File: src/rtl/mem_bus_if_pkg.sv
// Shared types for the memory bus interface.
// memState: the five states of the RAM transaction sequencer.
package mem_bus_if_pkg;

    typedef enum logic [2:0] {
        M_IDLE,
        M_RD,
        M_CAP,
        M_WR,
        M_DONE
    } memState;

endpackage : mem_bus_if_pkg

File: src/rtl/mem_bus_if.sv
// Memory bus interface: MAR/MDR registers between the core databus and a
// synchronous block RAM, plus the FSM that sequences RAM strobes for a read
// or write and pulses done on completion.
//
// Ports:
//   clk, rst          clock, synchronous active-high reset
//   bus_in            databus value; loads MAR (mar_en) / MDR (mdr_en)
//   rd_req, wr_req    start a read at MAR / write of MDR to MAR
//   mdr_bus_en        request MDR onto the databus
//   bus_out, bus_oe   MDR value and its drive enable
//   busy, done        transaction in progress / one-cycle completion pulse
//   misalign          sticky error: misaligned or conflicting request
//   ram_*             block RAM address, data, enable, write, output-reg CE
module mem_bus_if
    import mem_bus_if_pkg::*;
#(
    parameter int unsigned ADDR_W = 10,
    parameter int unsigned DATA_W = 32,
    parameter int unsigned RD_LAT = 2
) (
    input  logic              clk,
    input  logic              rst,
    input  logic [DATA_W-1:0] bus_in,
    input  logic              mar_en,
    input  logic              mdr_en,
    input  logic              rd_req,
    input  logic              wr_req,
    input  logic              mdr_bus_en,
    output logic [DATA_W-1:0] bus_out,
    output logic              bus_oe,
    output logic              busy,
    output logic              done,
    output logic              misalign,
    output logic [ADDR_W-1:0] ram_addr,
    output logic [DATA_W-1:0] ram_din,
    output logic              ram_en,
    output logic              ram_we,
    output logic              ram_regce,
    input  logic [DATA_W-1:0] ram_dout
);

    localparam int unsigned CNT_W = $clog2(RD_LAT + 1);
    localparam int unsigned MAR_W = ADDR_W + 2;
    localparam logic [CNT_W-1:0] CNT_LAST = CNT_W'(RD_LAT - 1);

    memState          state_q, state_d;
    logic [CNT_W-1:0] cnt_q, cnt_d;
    logic             misalign_q, misalign_d;
    // Only the byte offset and word-address bits of MAR are kept; higher
    // bus bits would wrap anyway.
    logic [MAR_W-1:0] mar_q, mar_d;
    logic [DATA_W-1:0] mdr_q, mdr_d;

    // Next-state, read-latency counter and sticky error flag.
    always_comb begin
        state_d    = state_q;
        cnt_d      = cnt_q;
        misalign_d = misalign_q;
        unique case (state_q)
            M_IDLE: begin
                if (rd_req && wr_req) begin
                    misalign_d = 1'b1;
                end else if ((rd_req || wr_req) && (mar_q[1:0] != 2'b00)) begin
                    misalign_d = 1'b1;
                end else if (rd_req) begin
                    state_d = M_RD;
                    cnt_d   = '0;
                end else if (wr_req) begin
                    state_d = M_WR;
                end
            end
            M_RD: begin
                if (cnt_q == CNT_LAST) begin
                    state_d = M_CAP;
                end else begin
                    cnt_d = cnt_q + CNT_W'(1);
                end
            end
            M_CAP:   state_d = M_DONE;
            M_WR:    state_d = M_DONE;
            M_DONE:  state_d = M_IDLE;
            default: state_d = M_IDLE;
        endcase
    end

    always_ff @(posedge clk) begin
        if (rst) begin
            state_q    <= M_IDLE;
            cnt_q      <= '0;
            misalign_q <= 1'b0;
        end else begin
            state_q    <= state_d;
            cnt_q      <= cnt_d;
            misalign_q <= misalign_d;
        end
    end

    // MAR/MDR are frozen outside IDLE so RAM address and data stay stable.
    always_comb begin
        mar_d = mar_q;
        mdr_d = mdr_q;
        if (state_q == M_IDLE) begin
            if (mar_en) mar_d = bus_in[MAR_W-1:0];
            if (mdr_en) mdr_d = bus_in;
        end else if (state_q == M_CAP) begin
            mdr_d = ram_dout;
        end
    end

    always_ff @(posedge clk) begin
        if (rst) begin
            mar_q <= '0;
            mdr_q <= '0;
        end else begin
            mar_q <= mar_d;
            mdr_q <= mdr_d;
        end
    end

    // Strobes decoded from registered state only.
    assign busy      = (state_q == M_RD) || (state_q == M_CAP) || (state_q == M_WR);
    assign done      = (state_q == M_DONE);
    assign ram_we    = (state_q == M_WR);
    assign ram_en    = ((state_q == M_RD) && (cnt_q == '0)) || (state_q == M_WR);
    assign ram_regce = (state_q == M_RD) && (cnt_q == CNT_LAST);
    assign misalign  = misalign_q;
    assign ram_addr  = mar_q[MAR_W-1:2];
    assign ram_din   = mdr_q;
    assign bus_out   = mdr_q;

    // Held low while in reset so the bus is never driven from a stale state.
    assign bus_oe = mdr_bus_en && !rst && ((state_q == M_IDLE) || (state_q == M_DONE));

endmodule : mem_bus_if

File: config.mk
export PLATFORM = sky130hd
export DESIGN_NAME = mem_bus_if
export DESIGN_NICKNAME = d
export VERILOG_FILES = /design/src/rtl/mem_bus_if_pkg.sv /design/src/rtl/mem_bus_if.sv
export SDC_FILE = /design/constraint.sdc
export NUM_CORES = 1
export LEC_CHECK = 0
export CAP_MARGIN = 20
export CORE_AREA = 5 5 94 96
export DETAILED_ROUTE_END_ITERATION = 10
export DIE_AREA = 0 0 99 101
export PLACE_DENSITY = 0.76
export SYNTH_ARGS = -nofsm -noshare
export SYNTH_HDL_FRONTEND = slang
export SYNTH_SLANG_ARGS = --single-unit
File: constraint.sdc
create_clock -name clk -period 1.5 [get_ports clk]
set_clock_uncertainty 0.1 [all_clocks]
set_input_delay 0.3 -clock clk [delete_from_list [all_inputs] [get_ports clk]]
set_output_delay 0.3 -clock clk [all_outputs]
set_load 0.05 [all_outputs]
==> metrics.yaml <==
tns_ps: -2120
end_kind: "output port"
grt_pass1_wl_um: 15600
path_class: "flop to output port"
avgSynthCellArea_um2: 7.55
io_pins: 152
ys.flop_type: "dfxtp_1"
worst-endpoint-required_ps: 1100
tightestPinTransition_ps: 602
path_cells: "buf_6 -> nor4b_4 -> buf_6"
rows: 33
grt_antenna_before_repair: 0
n_antenna_cell: 0
drcViolationCount: 0
dp_cells: 566
worstHoldPathType: "input pin to flop"
clockRootBuffer: "clkbuf_8"
setup_slack_ps: -166
leakage_nw: 2.24
slew_violations: 0
endpoint: "bus_oe"
final_util_pct: 71.0
synth-edff-count: 0
crit_arrival_ps: 1270
fin_hold_ws_ps: 214
syn_inst: 354
start_kind: "flop"
path_max_fanout: 4
path_depth: 3
ys_ff_latch: 50
synth.top_cells.by_count: "nor2_1, dfxtp_1, buf_4, nor3_1, nand2_1"
max_cap_viol_count: 0
grt_setup_unrepaired: "true"
die_w_um: 99
max_stage_delay_ps: 370
fin_nets: 554
wl_per_cell_um: 17.6
powerDensity_nw_per_um2: 1220
place_hpwl_um: 7740
vias: 2872
synth_warnings: 0
die_area_um2: 10000
clock_tree.htree_level_count: 2
postCtsHoldBufs: 0
path_clk_slew_ps: 100
crit_path_frequent_cell: "buf_6"
reg2reg_setup_slack_ps: -80
synth.area.top_cells: "dfxtp_1, nor2_1, buf_4, a2bb2oi_1, nor3_1"
hold_viol_final: 0
r2r_end: "bus_out[5]"
port_buffers: 151
track_usage_pct: 19.2
cp_top_family: "flip-flops"
core_um2: 7970
syn_nets: 427
cp_num_buf_inv: 2
ir_drop_uv: 643
routed_wl_um: 10300
r2r_cells: 7
grt_pass1_vias: 2929
hp-start: "rst"
async_flop_share_pct: 0
clock_latency_ps: 300
cp-startpoint: "state_q[1]"
fmax_mhz: 600
tritoncts: "built"
start_util_pct: 33.5
relSlewSlack_pct: 59.9
clkSinkCount: 50
place_congestion: 0.798
viasPerCell: 4.89
drive_above_1_share_pct: 46.1
yosysMostFrequentCell: "nor2_1"
cts_buffers: 5
r2r-start: "state_q[0]"
netlist-cell-type-count: 35
synth_area_um2: 2670
seq_area_frac_synth_pct: 37.5
critPathSlowestCell: "dfxtp_4"
ant_nets: 0
synth_top_area_share_pct: 37.5
grt.overflow.total: 0
grt_max_degree: 44
dr.pass1.iters: 4
first_iter_violations: 89
area_growth_pct: 112
clockBufferDepth: 2
instances_no_fill: 587
fin_crit_ps: 1670
outcome: "finished, violations left"
yosys.area.top_type: "dfxtp_1"
die_h_um: 101
setup_viol: 30
violations: "negative setup slack"
num-fill-cells: 575
period_share_pct: 111
-- cell type report --
| cell class | count | area [um^2] | share of cell area (%) |
|---|---|---|---|
| timing repair buffer | 187 | 2690 | 47.6 |
| multi-input combinational | 234 | 1690 | 29.8 |
| sequential | 50 | 1010 | 17.9 |
| tap | 105 | 131 | 2.32 |
| clock buffer | 5 | 68.8 | 1.22 |
| clock inverter | 3 | 45.0 | 0.796 |
| inverter | 3 | 21.3 | 0.376 |
-- worst min-delay path by stage --
stage                        to  depth (start not counted)  slack, ps
finish                 cnt_q[0]                          2        210
global route           cnt_q[0]                          2        220
CTS                 bus_out[31]                          2        180
detailed placement     mar_q[0]                          2        380
global placement       mar_q[0]                          2        370
floorplan             mar_q[10]                          2        340
-- placed cells by master (no fill, tap or decap), types with 2 or more instances in the layout --
master	count
a2bb2oi_1	26
or3_1	2
buf_8	2
nor2_1	64
a21oi_2	2
dfxtp_1	45
a21oi_1	11
clkbuf_8	5
nand2_1	26
nand2_2	3
and2_4	3
buf_16	2
dfxtp_4	2
nor3_4	2
dfxtp_2	3
nor2_4	25
nor3b_4	2
dlygate4sd2_1	2
clkinvlp_4	2
a211oi_2	3
clkdlybuf4s50_1	67
buf_12	80
nor3_1	8
nor3_2	22
buf_6	13
nor2_2	11
buf_4	19
a2bb2oi_2	3
o22ai_2	3
-- state kept, by name, indices dropped and copies added, names as in the netlist --
register / flops
bus_out: 32
cnt_q: 2
mar_q: 12
misalign: 1
state_q: 3
-- power breakdown --
part           internal, W  total (W)  leakage (nW)  switching, W
combinational      0.00201    0.00406          1.78       0.00205
clock             0.000497   0.000969        0.0504      0.000472
sequential         0.00151    0.00189         0.416      0.000373
-- stage by stage --
step	setup slack [ps]	total power [W]	area, um^2
2_1_floorplan	-132	0.00374	2740
3_3_place_gp	-297	0.00535	4890
3_5_place_dp	-381	0.00543	4890
4_1_cts	-169	0.00662	5260
5_1_grt	-217	0.00718	5660
6_report	-166	0.00691	5660
-- kinds of logic (layout without fill, tap and decap cells) --
group | after synthesis | count (layout) | synth area share, %
simple gates | 175 | 176 | 28.1
fa+ha+maj | 2 | 2 | 0.936
mux | 1 | 1 | 0.421
compound gates | 54 | 54 | 15.8
xor+xnor | 1 | 1 | 0.328
flops | 50 | 50 | 37.5
buf+inv | 71 | 198 | 16.9
-- layer usage --
layer  up-vias  wire, um  track usage, %
met5         -         0               0
met4         0        56            2.84
met3         7       557            4.78
met2        91      5900            37.2
met1      1382      3800            21.5
li1       1392         -               -
-- what timing repair did --
action                                  in CTS  in global routing
gates cloned                                 3                  1
endpoints found under the setup margin      31                 46
gates resized for setup                     42                102
pin swaps                                   10                 33
setup buffers                                7                  3
(Power assumes the default switching activity.)
